File: config.mk
export PLATFORM = sky130hd
export DESIGN_NAME = uart_top
export DESIGN_NICKNAME = d
export VERILOG_FILES = /design/src/rtl/uart_pkg.sv /design/src/rtl/uart_rx.sv /design/src/rtl/uart_tx.sv /design/src/rtl/uart_top.sv
export SDC_FILE = /design/constraint.sdc
export NUM_CORES = 1
export LEC_CHECK = 0
export ABC_AREA = 1
export BUFFER_PORTS_ARGS = -buffer_cell sky130_fd_sc_hd__buf_4
export CAP_MARGIN = 0
export CORE_MARGIN = 1
export CORE_UTILIZATION = 40
export DETAILED_ROUTE_END_ITERATION = 12
export GPL_ROUTABILITY_DRIVEN = 0
export PLACE_DENSITY_LB_ADDON = 0.12
export SYNTH_ARGS = -nofsm -noshare
export SYNTH_HDL_FRONTEND = slang
export SYNTH_SLANG_ARGS = --single-unit
export TNS_END_PERCENT = 30
File: constraint.sdc
create_clock -name t_clk -period 1.7 [get_ports t_clk]
set_input_delay 0.085 -clock t_clk [delete_from_list [all_inputs] [get_ports t_clk]]
set_output_delay 0.085 -clock t_clk [all_outputs]
set_load 0.005 [all_outputs]
File: src/rtl/uart_pkg.sv
`timescale 1ns/1ps
// -----------------------------------------------------------------------------
// uart_pkg
// Shared definitions for the UART slice: the FSM state encoding used by both
// transmitter and receiver, default parameter values, and a helper that sizes
// counters from their maximum count.
// -----------------------------------------------------------------------------
package uart_pkg;

    typedef enum logic [1:0] {
        IDLE  = 2'd0,
        START = 2'd1,
        DATA  = 2'd2,
        STOP  = 2'd3
    } uart_state_e;

    localparam int DEFAULT_DATA_WIDTH   = 8;
    localparam int DEFAULT_CLKS_PER_BIT = 4;

    // Bits needed to hold the values 0 .. n-1 (never less than one bit).
    function automatic int cnt_width(input int n);
        return (n > 1) ? $clog2(n) : 1;
    endfunction

endpackage

File: src/rtl/uart_rx.sv
`timescale 1ns/1ps
// -----------------------------------------------------------------------------
// uart_rx
// Receives frames from the serial line. The line is synchronised through two
// flops, a start bit is confirmed half a bit later, then each data bit and the
// stop bit are sampled one bit period apart (mid-bit). A good stop bit loads
// the output word and pulses valid_o; a bad one drops the word.
//   clk_i   : clock, rising edge
//   rst_ni  : asynchronous active-low reset
//   line_i  : serial input, idles high
//   data_o  : last correctly received word
//   valid_o : one-cycle pulse when data_o updates
// -----------------------------------------------------------------------------
module uart_rx
    import uart_pkg::*;
#(
    parameter int DATA_WIDTH   = DEFAULT_DATA_WIDTH,
    parameter int CLKS_PER_BIT = DEFAULT_CLKS_PER_BIT
) (
    input  logic                  clk_i,
    input  logic                  rst_ni,
    input  logic                  line_i,
    output logic [DATA_WIDTH-1:0] data_o,
    output logic                  valid_o
);

    localparam int CNT_W = cnt_width(CLKS_PER_BIT);
    localparam int BIT_W = cnt_width(DATA_WIDTH);
    localparam logic [CNT_W-1:0] CLK_LAST  = CNT_W'(CLKS_PER_BIT - 1);
    localparam logic [CNT_W-1:0] HALF_LAST = CNT_W'(CLKS_PER_BIT / 2 - 1);
    localparam logic [BIT_W-1:0] BIT_LAST  = BIT_W'(DATA_WIDTH - 1);

    uart_state_e           state_q, state_d;
    logic [CNT_W-1:0]      clk_cnt_q, clk_cnt_d;
    logic [BIT_W-1:0]      bit_cnt_q, bit_cnt_d;
    logic [DATA_WIDTH-1:0] shift_q, shift_d;
    logic [DATA_WIDTH-1:0] data_q, data_d;
    logic                  valid_q, valid_d;
    logic                  sync1_q, sync2_q;
    logic                  rx_bit;
    logic                  bit_done;

    assign rx_bit   = sync2_q;
    assign bit_done = (clk_cnt_q == CLK_LAST);

    always_comb begin
        state_d   = state_q;
        clk_cnt_d = bit_done ? '0 : clk_cnt_q + 1'b1;
        bit_cnt_d = bit_cnt_q;
        shift_d   = shift_q;
        data_d    = data_q;
        valid_d   = 1'b0;

        unique case (state_q)
            IDLE: begin
                clk_cnt_d = '0;
                bit_cnt_d = '0;
                if (!rx_bit) state_d = START;
            end
            START: begin
                // Re-check the start bit half a bit in; a high line means it
                // was a glitch. The counter restarts here so later samples
                // fall mid-bit.
                if (clk_cnt_q == HALF_LAST) begin
                    clk_cnt_d = '0;
                    state_d   = rx_bit ? IDLE : DATA;
                end
            end
            DATA: begin
                if (bit_done) begin
                    shift_d   = (shift_q >> 1) | (DATA_WIDTH'(rx_bit) << (DATA_WIDTH - 1));
                    bit_cnt_d = (bit_cnt_q == BIT_LAST) ? '0 : bit_cnt_q + 1'b1;
                    if (bit_cnt_q == BIT_LAST) state_d = STOP;
                end
            end
            STOP: begin
                // Leave at mid-stop-bit so the next start edge is not missed.
                if (bit_done) begin
                    state_d = IDLE;
                    if (rx_bit) begin
                        data_d  = shift_q;
                        valid_d = 1'b1;
                    end
                end
            end
            default: state_d = IDLE;
        endcase
    end

    always_ff @(posedge clk_i or negedge rst_ni) begin
        if (!rst_ni) begin
            // Synchroniser resets to the idle level so leaving reset never
            // looks like a start bit.
            sync1_q   <= 1'b1;
            sync2_q   <= 1'b1;
            state_q   <= IDLE;
            clk_cnt_q <= '0;
            bit_cnt_q <= '0;
            shift_q   <= '0;
            data_q    <= '0;
            valid_q   <= 1'b0;
        end else begin
            sync1_q   <= line_i;
            sync2_q   <= sync1_q;
            state_q   <= state_d;
            clk_cnt_q <= clk_cnt_d;
            bit_cnt_q <= bit_cnt_d;
            shift_q   <= shift_d;
            data_q    <= data_d;
            valid_q   <= valid_d;
        end
    end

    assign data_o  = data_q;
    assign valid_o = valid_q;

endmodule

File: src/rtl/uart_tx.sv
`timescale 1ns/1ps
// -----------------------------------------------------------------------------
// uart_tx
// Serialises one DATA_WIDTH word per frame: start bit (0), data LSB first,
// stop bit (1), each bit held for CLKS_PER_BIT clocks. The line is registered
// and idles high.
//   clk_i   : clock, rising edge
//   rst_ni  : asynchronous active-low reset
//   valid_i : level request; sampled in IDLE and in the last STOP cycle
//   data_i  : word captured when a frame starts
//   line_o  : serial output
//   busy_o  : high in START, DATA and STOP
// -----------------------------------------------------------------------------
module uart_tx
    import uart_pkg::*;
#(
    parameter int DATA_WIDTH   = DEFAULT_DATA_WIDTH,
    parameter int CLKS_PER_BIT = DEFAULT_CLKS_PER_BIT
) (
    input  logic                  clk_i,
    input  logic                  rst_ni,
    input  logic                  valid_i,
    input  logic [DATA_WIDTH-1:0] data_i,
    output logic                  line_o,
    output logic                  busy_o
);

    localparam int CNT_W = cnt_width(CLKS_PER_BIT);
    localparam int BIT_W = cnt_width(DATA_WIDTH);
    localparam logic [CNT_W-1:0] CLK_LAST = CNT_W'(CLKS_PER_BIT - 1);
    localparam logic [BIT_W-1:0] BIT_LAST = BIT_W'(DATA_WIDTH - 1);

    uart_state_e           state_q, state_d;
    logic [CNT_W-1:0]      clk_cnt_q, clk_cnt_d;
    logic [BIT_W-1:0]      bit_cnt_q, bit_cnt_d;
    logic [DATA_WIDTH-1:0] shift_q, shift_d;
    logic                  line_q, line_d;
    logic                  bit_done;

    assign bit_done = (clk_cnt_q == CLK_LAST);

    always_comb begin
        // NOTE: every variable gets a default before the case so no path
        // leaves it unassigned; otherwise synthesis infers a latch.
        state_d   = state_q;
        clk_cnt_d = bit_done ? '0 : clk_cnt_q + 1'b1;
        bit_cnt_d = bit_cnt_q;
        shift_d   = shift_q;
        line_d    = 1'b1;

        unique case (state_q)
            IDLE: begin
                clk_cnt_d = '0;
                bit_cnt_d = '0;
                if (valid_i) begin
                    shift_d = data_i;
                    state_d = START;
                end
            end
            START: begin
                if (bit_done) state_d = DATA;
            end
            DATA: begin
                if (bit_done) begin
                    shift_d   = shift_q >> 1;
                    bit_cnt_d = (bit_cnt_q == BIT_LAST) ? '0 : bit_cnt_q + 1'b1;
                    if (bit_cnt_q == BIT_LAST) state_d = STOP;
                end
            end
            STOP: begin
                // A request still pending here starts the next frame with no
                // idle gap.
                if (bit_done) begin
                    if (valid_i) begin
                        shift_d = data_i;
                        state_d = START;
                    end else begin
                        state_d = IDLE;
                    end
                end
            end
            default: state_d = IDLE;
        endcase

        // The line is registered, so it is derived from the next state and
        // next shift contents; bit 0 of the shift register is the data bit.
        unique case (state_d)
            START:   line_d = 1'b0;
            DATA:    line_d = shift_d[0];
            default: line_d = 1'b1;
        endcase
    end

    // NOTE: sequential state uses non-blocking assignments so every register
    // samples pre-edge values, independent of statement order.
    always_ff @(posedge clk_i or negedge rst_ni) begin
        if (!rst_ni) begin
            state_q   <= IDLE;
            clk_cnt_q <= '0;
            bit_cnt_q <= '0;
            shift_q   <= '0;
            line_q    <= 1'b1;
        end else begin
            state_q   <= state_d;
            clk_cnt_q <= clk_cnt_d;
            bit_cnt_q <= bit_cnt_d;
            shift_q   <= shift_d;
            line_q    <= line_d;
        end
    end

    assign line_o = line_q;
    assign busy_o = (state_q != IDLE);

endmodule

File: src/rtl/uart_top.sv
`timescale 1ns/1ps
// -----------------------------------------------------------------------------
// uart_top
// Transmitter and receiver joined by one internal serial line (idle high).
//   t_clk       : clock, rising edge
//   t_rst       : asynchronous active-low reset
//   tx_valid    : level request to send tx_data_in
//   tx_data_in  : word to transmit
//   rx_data_out : last correctly received word
//   rx_valid    : one-cycle pulse when rx_data_out updates
//   tx_busy     : high while a frame is on the line
// -----------------------------------------------------------------------------
module uart_top
    import uart_pkg::*;
#(
    parameter int DATA_WIDTH   = DEFAULT_DATA_WIDTH,
    parameter int CLKS_PER_BIT = DEFAULT_CLKS_PER_BIT
) (
    input  logic                  t_clk,
    input  logic                  t_rst,
    input  logic                  tx_valid,
    input  logic [DATA_WIDTH-1:0] tx_data_in,
    output logic [DATA_WIDTH-1:0] rx_data_out,
    output logic                  rx_valid,
    output logic                  tx_busy
);

    logic serial_line;

    uart_tx #(
        .DATA_WIDTH  (DATA_WIDTH),
        .CLKS_PER_BIT(CLKS_PER_BIT)
    ) u_tx (
        .clk_i  (t_clk),
        .rst_ni (t_rst),
        .valid_i(tx_valid),
        .data_i (tx_data_in),
        .line_o (serial_line),
        .busy_o (tx_busy)
    );

    uart_rx #(
        .DATA_WIDTH  (DATA_WIDTH),
        .CLKS_PER_BIT(CLKS_PER_BIT)
    ) u_rx (
        .clk_i  (t_clk),
        .rst_ni (t_rst),
        .line_i (serial_line),
        .data_o (rx_data_out),
        .valid_o(rx_valid)
    );

endmodule

==> run summary, run 1 <==
For this run, the post-layout net count is 268. The power density of the placed cells is about 1300 nW/µm². The initial antenna violation count came out at 0. The maximum buffer depth of the clock tree is 2. The critical path in this run is classified as reg -> reg. The floorplan step defined a die boundary enclosing about 5200 µm². The number of routed nets with antenna violations came out at 0.

For this design, the sink count on the clock tree is 42. The critical path required time came out at 1.94 ns. The detailed-routing iteration count for the pre-antenna-repair pass came out at 4.

Setup repair after global routing left no endpoint under its margin. The area growth from synthesis to layout is 15.7%. The post-detailed-route wirelength per cell came out at between 10 and 15 µm. The violation count after the first detailed-route iteration came out at 89. The post-layout minimum cycle time is 1.44 ns. Setup violations remaining at the end of the flow were counted as 0. The maximum net fanout on the critical path came out at 12.

The simple logic cell fraction of the synthesized area is 26.1%. The starting density of the core is a little over two fifths. For this run, global-route usage on met2 was measured as 24.0%. The analysis attributes to cell leakage a power of 0.00120 µW. After clock tree synthesis, the clock-pin slew on the worst setup and hold paths is around 0.08 ns. The detailed-route vias per instance came out at 4.45.

Across the routed clock network, the largest skew measured is 0.00694 ns. The worst setup path is launched from a flip-flop. The initialized floorplan defines 25 standard-cell rows. The layout cell share with drive strength beyond 1 came out at 18.4%. By area, the combinational part of the netlist is dominated by simple AND/OR/NAND/NOR gates. The data arrival at the endpoint of the critical path is 1.68 ns. The share of the synthesized netlist area taken by xor and xnor gates is 0%.

For the pin with the worst max-slew slack, the measured transition is 0.521 ns. The total of fill cells in the finished design came out at 482. The CTS tree is yes.

The multiplexer fraction of the synthesized cell area is 0%. The average cell area after synthesis came out at 8.75 µm². The area inside the core boundary came out at approximately 4700 µm². The tool flagged a number of max-cap violations equal to 0. The post-synthesis instance area came out at 1970 µm². CTS placed an instance of clkbuf_8 at the clock tree root. The overall track demand over capacity in global routing is 14.8%. The multi-input combinational cells in the finished layout cover a total of 759 µm². The via count came out at ~1400.

The die span in x is roughly 72 µm. In the synthesized netlist, the number of instances is approximately 230. The maximum number of pins on one net before global-route repair came out at between 40 and 50.

The max-slew violation count came out at 0. 0 antenna diodes ended up in the layout. The sequential area share after synthesis is 53.6%. The worst slack after detailed placement came out at 0.291 ns. Counting every net in the synthesized netlist gives 244.

After detailed routing, the number of remaining DRC violations is 0. The number of H-tree levels came out at 2. The boundary pin count came out at 21. The setup slack after layout came out at about 0.26 ns. met2 is the most crowded layer.

The fraction of met3 tracks used by global routing is 4.17%. The number of buffers inserted by port buffering came out at 20. The global-route wire length before repair came out at 5850 µm. The number of buffers created by CTS came out at 5. The global route total overflow is 0. The number of buffers added for setup after CTS came out at 0. The path class of the tightest hold or removal check is in -> reg. The relative max-transition margin came out at 65.3%.

The storage element area came out at around 1100 µm². The placed wire-length estimate came out at approximately 2300 µm. The maximum ir drop on the vdd rail is 678 µV. The highest clock rate is 696 MHz. The final sum of negative setup slack is 0 ns.

The number of distinct library cell variants in the gate-level netlist after synthesis came out at 26. The Yosys step of the flow raised 0 warnings. Summing the areas of all compound-gate instances in the mapped netlist gives 7.44% of the synthesized area.

The flip-flop and latch count after synthesis came out at 42. For this run, global-route usage on met1 was measured as 18.3%. For the worst-skew pair, the clock arrives at the later sink with an insertion delay of 0.30 ns. The share of synthesized cell area in full adder, half adder and majority cells came out at 5.09%.

STA classifies the critical path endpoint as a flip-flop. From bottom edge to top edge, the die measures 72.1 µm. In the finished design, the share of the clock period the worst path needs comes to a little over four fifths. The final hold violation count came out at 0. The via count of the first global-routing pass came out at 1333. The routed design has 3340 µm of wire.

The run finished with clean final reports.
through the flow:
step	power [µW]	std cells	hold slack, ns	util, %	cell area [µm²]
after CTS	3060	317	0.0283	48.2	2280
after global routing	3250	317	0.0237	48.2	2280
after floorplan	2150	225	-0.211	-	1970
after global placement	2350	308	0.109	46.0	2170
final	3000	317	0.0353	48.2	2280
after detailed placement	2360	308	0.109	46.0	2170
kinds of logic (layout without fill, tap and decap cells):
| family | count (synthesis) | after routing |
|---|---|---|
| AOI/OAI and AO/OA | 27 | 27 |
| adders and majority gates | 8 | 8 |
| buffers and inverters | 34 | 59 |
| DFF | 42 | 42 |
| and+or+nand+nor | 114 | 114 |
where the power goes:
group          leakage [µW]  total [µW]  switching, µW  internal, µW
Combinational      0.000611         902            565           336
Clock             0.0000472         672            345           326
Sequential         0.000541        1430            173          1260
cell usage in the layout (no fill, tap or decap), types with 3 or more instances in the layout:
cell type / instances
nand3_1: 19
nand2_1: 67
buf_4: 23
nand2_4: 3
o21ai_0: 12
dfrtp_1: 39
ha_1: 8
clkbuf_8: 6
inv_1: 24
inv_2: 3
dfstp_2: 3
nor2_1: 15
a21oi_1: 10
flip-flops by register name, indices dropped and copies added (netlist names), named ones only:
name	cells
u_tx.line_o	1
u_tx.state_q	2
u_tx.shift_q	8
u_rx.data_o	8
u_tx.clk_cnt_q	2
u_rx.sync1_q	1
u_rx.rx_bit	1
u_rx.shift_q	8
u_rx.clk_cnt_q	2
u_rx.valid_o	1
u_rx.state_q	1
u_rx.bit_cnt_q	3
u_tx.bit_cnt_q	3
Yosys cell counts (all sizes together):
cell type	n	area [µm²]
ha	8	100
o22ai	2	12.5
dfstp	3	78.8
a21oi	10	50.1
o21ai	13	68.8
dfrtp	39	976
nand4	2	12.5
o21a	1	7.51
nand2	72	298
inv	27	101
nor2b	1	6.26
or2	1	6.26
nor2	15	56.3
nand3	20	105
buf	7	52.5
a211oi	1	7.51
nor3	2	21.3
nand3b	1	7.51
worst max-delay path: stages (launching register included):
cell and delay, ns:
dfrtp_1 0.46, inv_2 0.10, nand2_1 0.30, nand2_1 0.15, nand2_4 0.14, nand2_1 0.07, nand3_2 0.06, nand2_1 0.05
nand2_1 0.05
layout make-up:
| class | count | area share (%) |
|---|---|---|
| timing repair buffer | 24 | 8.02 |
| multi-input combinational | 149 | 33.4 |
| sequential | 42 | 46.3 |
| clock inverter | 2 | 0.549 |
| inverter | 27 | 4.45 |
| clock buffer | 6 | 3.63 |
| tap | 67 | 3.68 |
worst paths after layout:
kind                                 startpoint         endpoint  slack [ns]  cells after the start
worst min register to register     u_rx.sync1_q      u_rx.rx_bit        0.35                      0
min in group asynchronous                 t_rst  u_rx.state_q[0]        0.30                      2
worst max-delay path            u_tx.state_q[0]      u_tx.line_o        0.26                      8
worst max register to register  u_tx.state_q[0]      u_tx.line_o        0.26                      8
worst min-delay path              tx_data_in[7]  u_tx.shift_q[7]        0.04                      3
max in group asynchronous                 t_rst     u_rx.sync1_q        1.02                      2
metal layers:
metal,up-vias,wire (µm)
met5,-,0
li1,757,-
met3,7,121
met4,0,67
met2,26,1460
met1,622,1700
timing repair:
| action | in CTS | in global routing |
|---|---|---|
| hold endpoints to repair | 39 | 0 |
| hold buffers | 1 | 0 |
| resized for setup | 0 | 0 |
Power figures use the tool's default switching activity.
==> run 2, diff against run 1 <==
==> constraint.sdc (replaced) <==
create_clock -name t_clk -period 1.4 [get_ports t_clk]
set_input_delay 0.07 -clock t_clk [delete_from_list [all_inputs] [get_ports t_clk]]
set_output_delay 0.07 -clock t_clk [all_outputs]
set_load 0.005 [all_outputs]
==> run 2 against run 1 <==
Against the previous run:
- critical path depth fell by 2
- register-to-register slack got worse by 0.17 ns
- largest power group unchanged
- clock power rose by 70%
- critical path type unchanged
- cell count rose by 1.3%
- sequential power rose by 22%
- maximum frequency rose by 10%
- clock skew barely moved
- count of clock-buffer cells in the layout fell by 1
- design area rose by 5.6%
==> run summary, run 2 (synthesized netlist as in run 1, its figures left out) <==
The run finished with clean final reports. CTS placed an instance of clkbuf_8 at the clock tree root. The worst hold path begins at tx_data_in[7]. The slew at the pin closest to its max-slew limit came out at 0.527 ns (+0.00612 ns). The critical path required time is 1.62 ns (-0.32 ns). The violation count after the first detailed-route iteration came to 62 (-30%).

The relative max-transition margin came to 64.9% (-0.41 points). The maximum cell stage delay along the critical path came out at 0.43 ns (-0.03 ns). The maximum number of pins on one net before global-route repair came out at 43 (unchanged). The setup slack of the most critical reg-to-reg path is 0.09 ns (-0.17 ns). The number of H-tree levels was 2 (unchanged). The worst register-to-register path ends at u_rx.data_o[5]. The highest clock rate was 766 MHz (+10%).

The switching power is 1380 µW (+28%). The via count came out at 1436 (+1.7%). The placed instance area came out at 2210 µm² (+1.6%). The worst setup path is launched from a flip-flop. The final layout net count is 272 (+1.5%).

The max-capacitance violation count came out at 0 (unchanged). The CTS clock-pin slew for the worst setup and hold paths came out at 0.09 ns (about the same). The number of endpoints failing setup at the final stage was 0 (unchanged). The post-detailed-route wirelength per cell came to 10.6 µm (+0.82%).

The final setup skew was 0.00724 ns (+0.000301 ns). The number of sinks driven by the clock tree is 42 (unchanged). The library cell used most frequently in the layout, excluding fill and tap cells, is nand2_1. TritonCTS built the clock tree. The area inside the core boundary was 4720 µm² (unchanged). The via count of the first global-routing pass came to 1303 (-2.3%).

The final hold violation count is 0 (unchanged). The post-synthesis to final-layout area growth is 22.2%. The type of the setup path with the least slack is reg -> reg.

The combinational share of power is 29.9% (about the same). In this run the most used layer during global routing was met2. The power density of the placed cells came to 1710 nW/µm² (+30%). The cell depth of the worst min-delay path is 3 (unchanged). The overall track demand over capacity in global routing came out at 14.4% (-0.45 points).

The global route total overflow came out at 0 (unchanged). The data arrival at the endpoint of the critical path came out at 1.53 ns (-0.15 ns). Among cell families on the critical path, the largest total delay comes from flip-flops. The worst slack after detailed placement came out at 0.0322 ns (-0.259 ns). The maximum net fanout on the critical path came out at 17 (+5). The clock share of power is 27.6% (+5.2 points).

The number of buffers inserted by port buffering is 20 (unchanged). The fraction of met3 tracks used by global routing is 3.75% (-0.42 points). The worst flop-to-flop path startpoint is u_rx.clk_cnt_q[0]. The starting density of the core was 41.7% (unchanged). The overall routed net length is 3410 µm (+2.1%). The post-detailed-route DRC marker count came out at 0 (unchanged).

Walking the worst path, the cells encountered are ha_4 -> nand2_4 -> nor3_4 -> buf_12 -> nor2_1 -> a21oi_1. The boundary pin count is 21 (unchanged). The number of buffer and inverter instances along the worst setup path came out at 1 (unchanged). The diode insertion count for antenna repair is 0 (unchanged).

The maximum buffer depth of the clock tree came to 2 (unchanged). The total of fill cells in the finished design came to 448 (-7.1%). The number of buffers created by CTS is 5 (unchanged). The detailed-route vias per instance was 4.47 (+0.43%). The post-layout minimum cycle time was 1.31 ns (-0.132 ns). The number of routed nets with antenna violations is 0 (unchanged). The slowest stage of the critical path belongs to the cell dfrtp_1. The worst setup path is captured at a flip-flop.

The initial antenna violation count was 0 (unchanged). The die span in x came to 72.1 µm (unchanged). The worst hold path terminates at u_tx.shift_q[7].

The fraction of power spent switching nets was 33.6% (-2.5 points). The layout cell share with drive strength beyond 1 came to 22.0% (+3.6 points). The max-slew violation count came out at 0 (unchanged). The maximum ir drop on the vdd rail is 823 µV (+21%). The global routing usage on met1 came to 18.9% (+0.61 points). The setup slack after layout is 0.0946 ns (-0.168 ns).

The clock insertion delay at the later pin of the skew report is 0.29 ns (about the same). The tightest min-delay check is of the in -> reg type. The final design instance area without fill was 2400 µm² (+5.6%).

The leakage power came out at 0.00124 µW (+3.8%). The number of cells on the worst reg-to-reg path was 6 (-2). The portion of the clock cycle consumed by the worst path in the final layout is 93.2% (+8.7 points).

The top cell types in the final layout, fill and taps aside, are 66 x nand2_1, 39 x dfrtp_1, 26 x buf_4. The detailed-routing iteration count for the pre-antenna-repair pass came out at 4 (unchanged). The global-route wire length before repair came out at 5810 µm (-0.72%). The met2 demand-to-capacity share in global routing came out at 22.9% (-1.0 points).

The vertical die dimension is 72.1 µm (unchanged). The internal power of the cells is 2740 µW (+43%). The cell row count came out at 25 (unchanged). The sequential group share of total power is 42.5% (-5.1 points). The floorplan die area was 5200 µm² (unchanged).

The placed wire-length estimate came out at 2260 µm (+0.22%).
## run 2: tightest hold or removal path: cells and delay by family
family / cells / cell delay [ns]
buffers and inverters: 1 / 0.08
AND/OR/NAND/NOR: 2 / 0.14
## run 2: final cells by class
type	instances	area, µm²	area share, %
clock inverter	3	68.8	2.86
tap	67	83.8	3.49
multi-input combinational	149	802	33.4
timing repair buffer	28	225	9.37
clock buffer	5	68.8	2.86
inverter	27	101	4.21
sequential	42	1050	43.9
## run 2: layer usage
metal | routed length [µm] | vias to the layer above
met1 | 1700 | 641
met3 | 120 | 5
met2 | 1560 | 27
met5 | 0 | -
li1 | - | 763
met4 | 38 | 0
## run 2: timing repair
item / in CTS / in global routing
setup buffers: 0 / 1
resized for setup: 0 / 9
hold buffers: 1 / 0
hold endpoints to repair: 39 / 0
endpoints found under the setup margin: 0 / 17
## run 2: worst max-delay path by stage
stage | start | end | cells past startpoint
floorplan | u_rx.clk_cnt_q[0] | u_rx.data_o[0] | 5
global placement | u_tx.clk_cnt_q[0] | u_tx.line_o | 8
detailed placement | u_tx.clk_cnt_q[0] | u_tx.line_o | 8
CTS | u_tx.clk_cnt_q[0] | u_tx.line_o | 8
global route | u_rx.clk_cnt_q[0] | u_rx.data_o[3] | 6
finish | u_rx.clk_cnt_q[0] | u_rx.data_o[5] | 6
## run 2: power by group through the flow
stage,clock network (µW),logic (µW),registers [µW]
CTS,1180,1180,1720
detailed placement,0,1180,1740
global placement,0,1170,1740
global route,1210,1420,1780
floorplan,0,916,1690
finish,1140,1230,1750
## run 2: through the flow
step	TNS [ns]	utilization (%)	hold slack (ns)	power (µW)	cells
global placement	0	46.7	0.0951	2910	311
floorplan	0	-	-0.226	2610	225
detailed placement	0	46.7	0.0945	2910	311
finish	0	50.9	0.0281	4120	321
CTS	0	49.9	0.0180	4080	320
global route	-0.00421	50.9	0.0351	4420	321
==> run 3, diff against run 2 <==
--- a/config.mk
+++ b/config.mk
@@ -13,6 +13,7 @@
 export DETAILED_ROUTE_END_ITERATION = 12
 export GPL_ROUTABILITY_DRIVEN = 0
 export PLACE_DENSITY_LB_ADDON = 0.12
+export SETUP_SLACK_MARGIN = 0.2
 export SYNTH_ARGS = -nofsm -noshare
 export SYNTH_HDL_FRONTEND = slang
 export SYNTH_SLANG_ARGS = --single-unit
==> run 3 against run 2 <==
Against the previous run:
- non-clock buffer count grew 7
- maximum frequency increased by 2.3%
- die area unchanged
- power decreased by 4.8%
- first-iteration DRC count is 61% higher
- sequential cell count did not move
- clock skew hardly changed
- clock power shrank 31%
- routed wire length grew 5.3%
- sequential share of layout area shrank 1.0 points
- design area is 2.5% higher
- core utilization grew 1.3 points
==> run summary, run 3 (synthesized netlist as in run 1, its figures left out) <==
The flow ran to the end, and the final reports show no timing, DRC or antenna violations. The fraction of power spent switching nets is 37.0% (+3.5 points). The setup slack of the most critical reg-to-reg path is 0.12 ns (+0.03 ns). The boundary pin count is 21 (unchanged). In this run the most critical hold path is launched from tx_data_in[7]. The floorplan die area is 5200 µm² (unchanged). The maximum number of pins on one net before global-route repair came out at 43 (unchanged). The die span in x is 72.1 µm (unchanged).

The detailed-routing iteration count for the pre-antenna-repair pass is 4 (unchanged). The critical path is of the reg -> reg type. The final sum of negative setup slack was 0 ns (unchanged). The storage element area is 1060 µm² (+0.12%). The area of the multi-input gates came out at 857 µm² (+6.9%). The via count came out at 1481 (+3.1%).

The initial antenna violation count came out at 0 (unchanged). STA classifies the critical path endpoint as a flip-flop. The layout cell share with drive strength beyond 1 is 29.1% (+7.1 points). The largest individual stage delay along the critical path comes from the cell dfrtp_1.

The vertical die dimension came out at 72.1 µm (unchanged). The max-capacitance violation count is 0 (unchanged). The overall track demand over capacity in global routing came to 15.3% (+0.88 points). The maximum ir drop on the vdd rail is 1100 µV (+33%). The starting density of the core is 41.7% (unchanged). The global route total overflow was 0 (unchanged). The final hold slack is 0.0232 ns (-0.00485 ns). The combinational share of power came out at 35.2% (+5.3 points). The post-layout minimum cycle time came out at 1.28 ns (-0.0291 ns).

The number of routed nets with antenna violations is 0 (unchanged). The post-detailed-route wirelength per cell came out at 11.0 µm (+3.1%). The data arrival at the endpoint of the critical path came out at 1.46 ns (-0.07 ns). The total of fill cells in the finished design came out at 445 (-0.67%). The maximum buffer depth of the clock tree came to 2 (unchanged). The switching power is 1450 µW (+5.1%). Walking the worst path, the cells encountered are ha_2 -> ha_4 -> nand2_1 -> nand3_1 -> a21oi_1 -> nor2b_1. The placed wire-length estimate was 2270 µm (+0.45%).

The power density of the placed cells was 1590 nW/µm² (-7.1%). The violation count after the first detailed-route iteration was 100 (+61%). The number of sinks driven by the clock tree came out at 42 (unchanged).

The worst slack after detailed placement came out at 0.0671 ns (+0.0349 ns). The global-route wire length before repair came out at 6100 µm (+5.0%). The maximum cell stage delay along the critical path is 0.41 ns (-0.02 ns). The critical path starts at u_rx.bit_cnt_q[0].

The overall routed net length is 3600 µm (+5.3%). The critical path required time is 1.59 ns (-0.03 ns). The detailed-route vias per instance came out at 4.52 (+0.93%). The post-synthesis to final-layout area growth is 25.3%.

Setup repair after global routing could not meet its margin everywhere. The portion of the clock cycle consumed by the worst path in the final layout came to 91.2% (-2.1 points). The buffer cell driving the clock tree root is clkbuf_8. The internal power of the cells is 2470 µW (-9.7%). The clock insertion delay at the later pin of the skew report came out at 0.30 ns (about the same). The maximum net fanout on the critical path is 3 (-14). The worst hold path belongs to the class in -> reg.

The final setup skew is 0.00743 ns (+0.000192 ns). The cell depth of the worst min-delay path came out at 3 (unchanged). For hold timing, the worst endpoint is u_tx.shift_q[7]. The number of cells on the worst reg-to-reg path is 6 (unchanged).

The highest clock rate came out at 784 MHz (+2.3%). The max-slew violation count is 0 (unchanged). The worst flop-to-flop path startpoint is u_rx.bit_cnt_q[0]. The via count of the first global-routing pass is 1422 (+9.1%). The CTS clock-pin slew for the worst setup and hold paths came to 0.08 ns (about the same).

The total met2 wirelength after detailed routing came to 1710 µm (+10%). The top layer used by detailed routing is met4. The top cell types in the final layout, fill and taps aside, are 63 x nand2_1, 38 x dfrtp_1, 33 x buf_4.

The post-detailed-route DRC marker count is 0 (unchanged). The utilization after layout came to 52.2% (+1.3 points). The leakage power came out at 0.00126 µW (+1.0%). The placed instance area is 2220 µm² (+0.57%).

The relative max-transition margin was 65.2% (+0.32 points). The sequential group share of total power came out at 44.8% (+2.3 points). The number of buffers inserted by port buffering is 20 (unchanged). The routed length on met3 came out at 114 µm (-5.0%). The diode insertion count for antenna repair is 0 (unchanged). The final layout net count is 279 (+2.6%). The element type at the critical path start is a flip-flop.

The number of endpoints failing setup at the final stage was 0 (unchanged). TritonCTS built the clock tree. The cell row count is 25 (unchanged). The capture point of the worst reg-to-reg path is u_rx.state_q[0]. The final hold violation count came out at 0 (unchanged). The final design instance area without fill came out at 2470 µm² (+2.5%).

The slew at the pin closest to its max-slew limit was 0.522 ns (-0.00474 ns). The clock share of power came to 20.0% (-7.6 points). The number of H-tree levels came out at 2 (unchanged).

The most frequent standard cell in the layout excluding fill and tap cells is nand2_1. The wire length on met1 is 1710 µm (+0.35%). The number of buffers created by CTS came out at 5 (unchanged). The setup slack after layout came out at 0.124 ns (+0.0291 ns).

The area inside the core boundary is 4720 µm² (unchanged).
==> run 3: changes by cell type in the layout (fill, tap and decap cells not counted), moves of 2 or more <==
cell / previous run / this run
ha_1: 4 / 2
nor2_1: 15 / 11
o21ai_0: 12 / 10
nor2_2: 0 / 3
ha_4: 2 / 4
buf_4: 26 / 33
bufinv_16: 2 / 0
nand2_2: 2 / 5
nand2_1: 66 / 63
==> run 3: power by group through the flow <==
| stage | logic [µW] | clock network [µW] | registers (µW) |
|---|---|---|---|
| global route | 1560 | 861 | 1790 |
| CTS | 1330 | 823 | 1740 |
| finish | 1380 | 783 | 1760 |
| detailed placement | 1170 | 0 | 1740 |
| global placement | 1160 | 0 | 1750 |
| floorplan | 922 | 0 | 1690 |
==> run 3: worst max-delay path: cells and delay by family, from the launching register on <==
kind,cells,cell delay [ns]
fa+ha+maj,2,0.37
compound gates,1,0.18
flops,1,0.41
simple gates,3,0.20
==> run 3: area by class of cell <==
cell class / count / area share (%)
Sequential cell: 42 / 42.8
Inverter: 27 / 4.11
Multi-Input combinational cell: 149 / 34.8
Tap cell: 67 / 3.40
Clock inverter: 3 / 0.863
Clock buffer: 5 / 2.79
Timing Repair Buffer: 35 / 11.3
==> run 3: worst max path at each step <==
stage | to | slack (ns)
final | u_rx.state_q[0] | 0.12
after global routing | u_rx.data_o[3] | 0.05
after CTS | u_tx.line_o | 0.15
after detailed placement | u_tx.line_o | 0.07
after global placement | u_tx.line_o | 0.1
after floorplan | u_rx.data_o[0] | 0.15
==> run 3: routing by layer <==
metal / GRT usage [%] / up-vias
met1: 19.2 / 666
met4: 7.19 / 0
met3: 3.33 / 8
met5: 0 / -
li1: - / 781
met2: 25.1 / 26
==> run 3: stage by stage <==
stage / total power [µW] / cells
floorplan: 2610 / 225
global placement: 2900 / 312
detailed placement: 2910 / 312
CTS: 3890 / 326
global route: 4210 / 328
finish: 3920 / 328
==> run 3: what timing repair did <==
action                                  4_1_cts  5_1_grt
hold buffers                                  1        0
resized for setup                            13       12
endpoints found under the hold margin        39        0
pin swaps                                    12       10
endpoints found under the setup margin       35       34
setup buffers                                 5        2
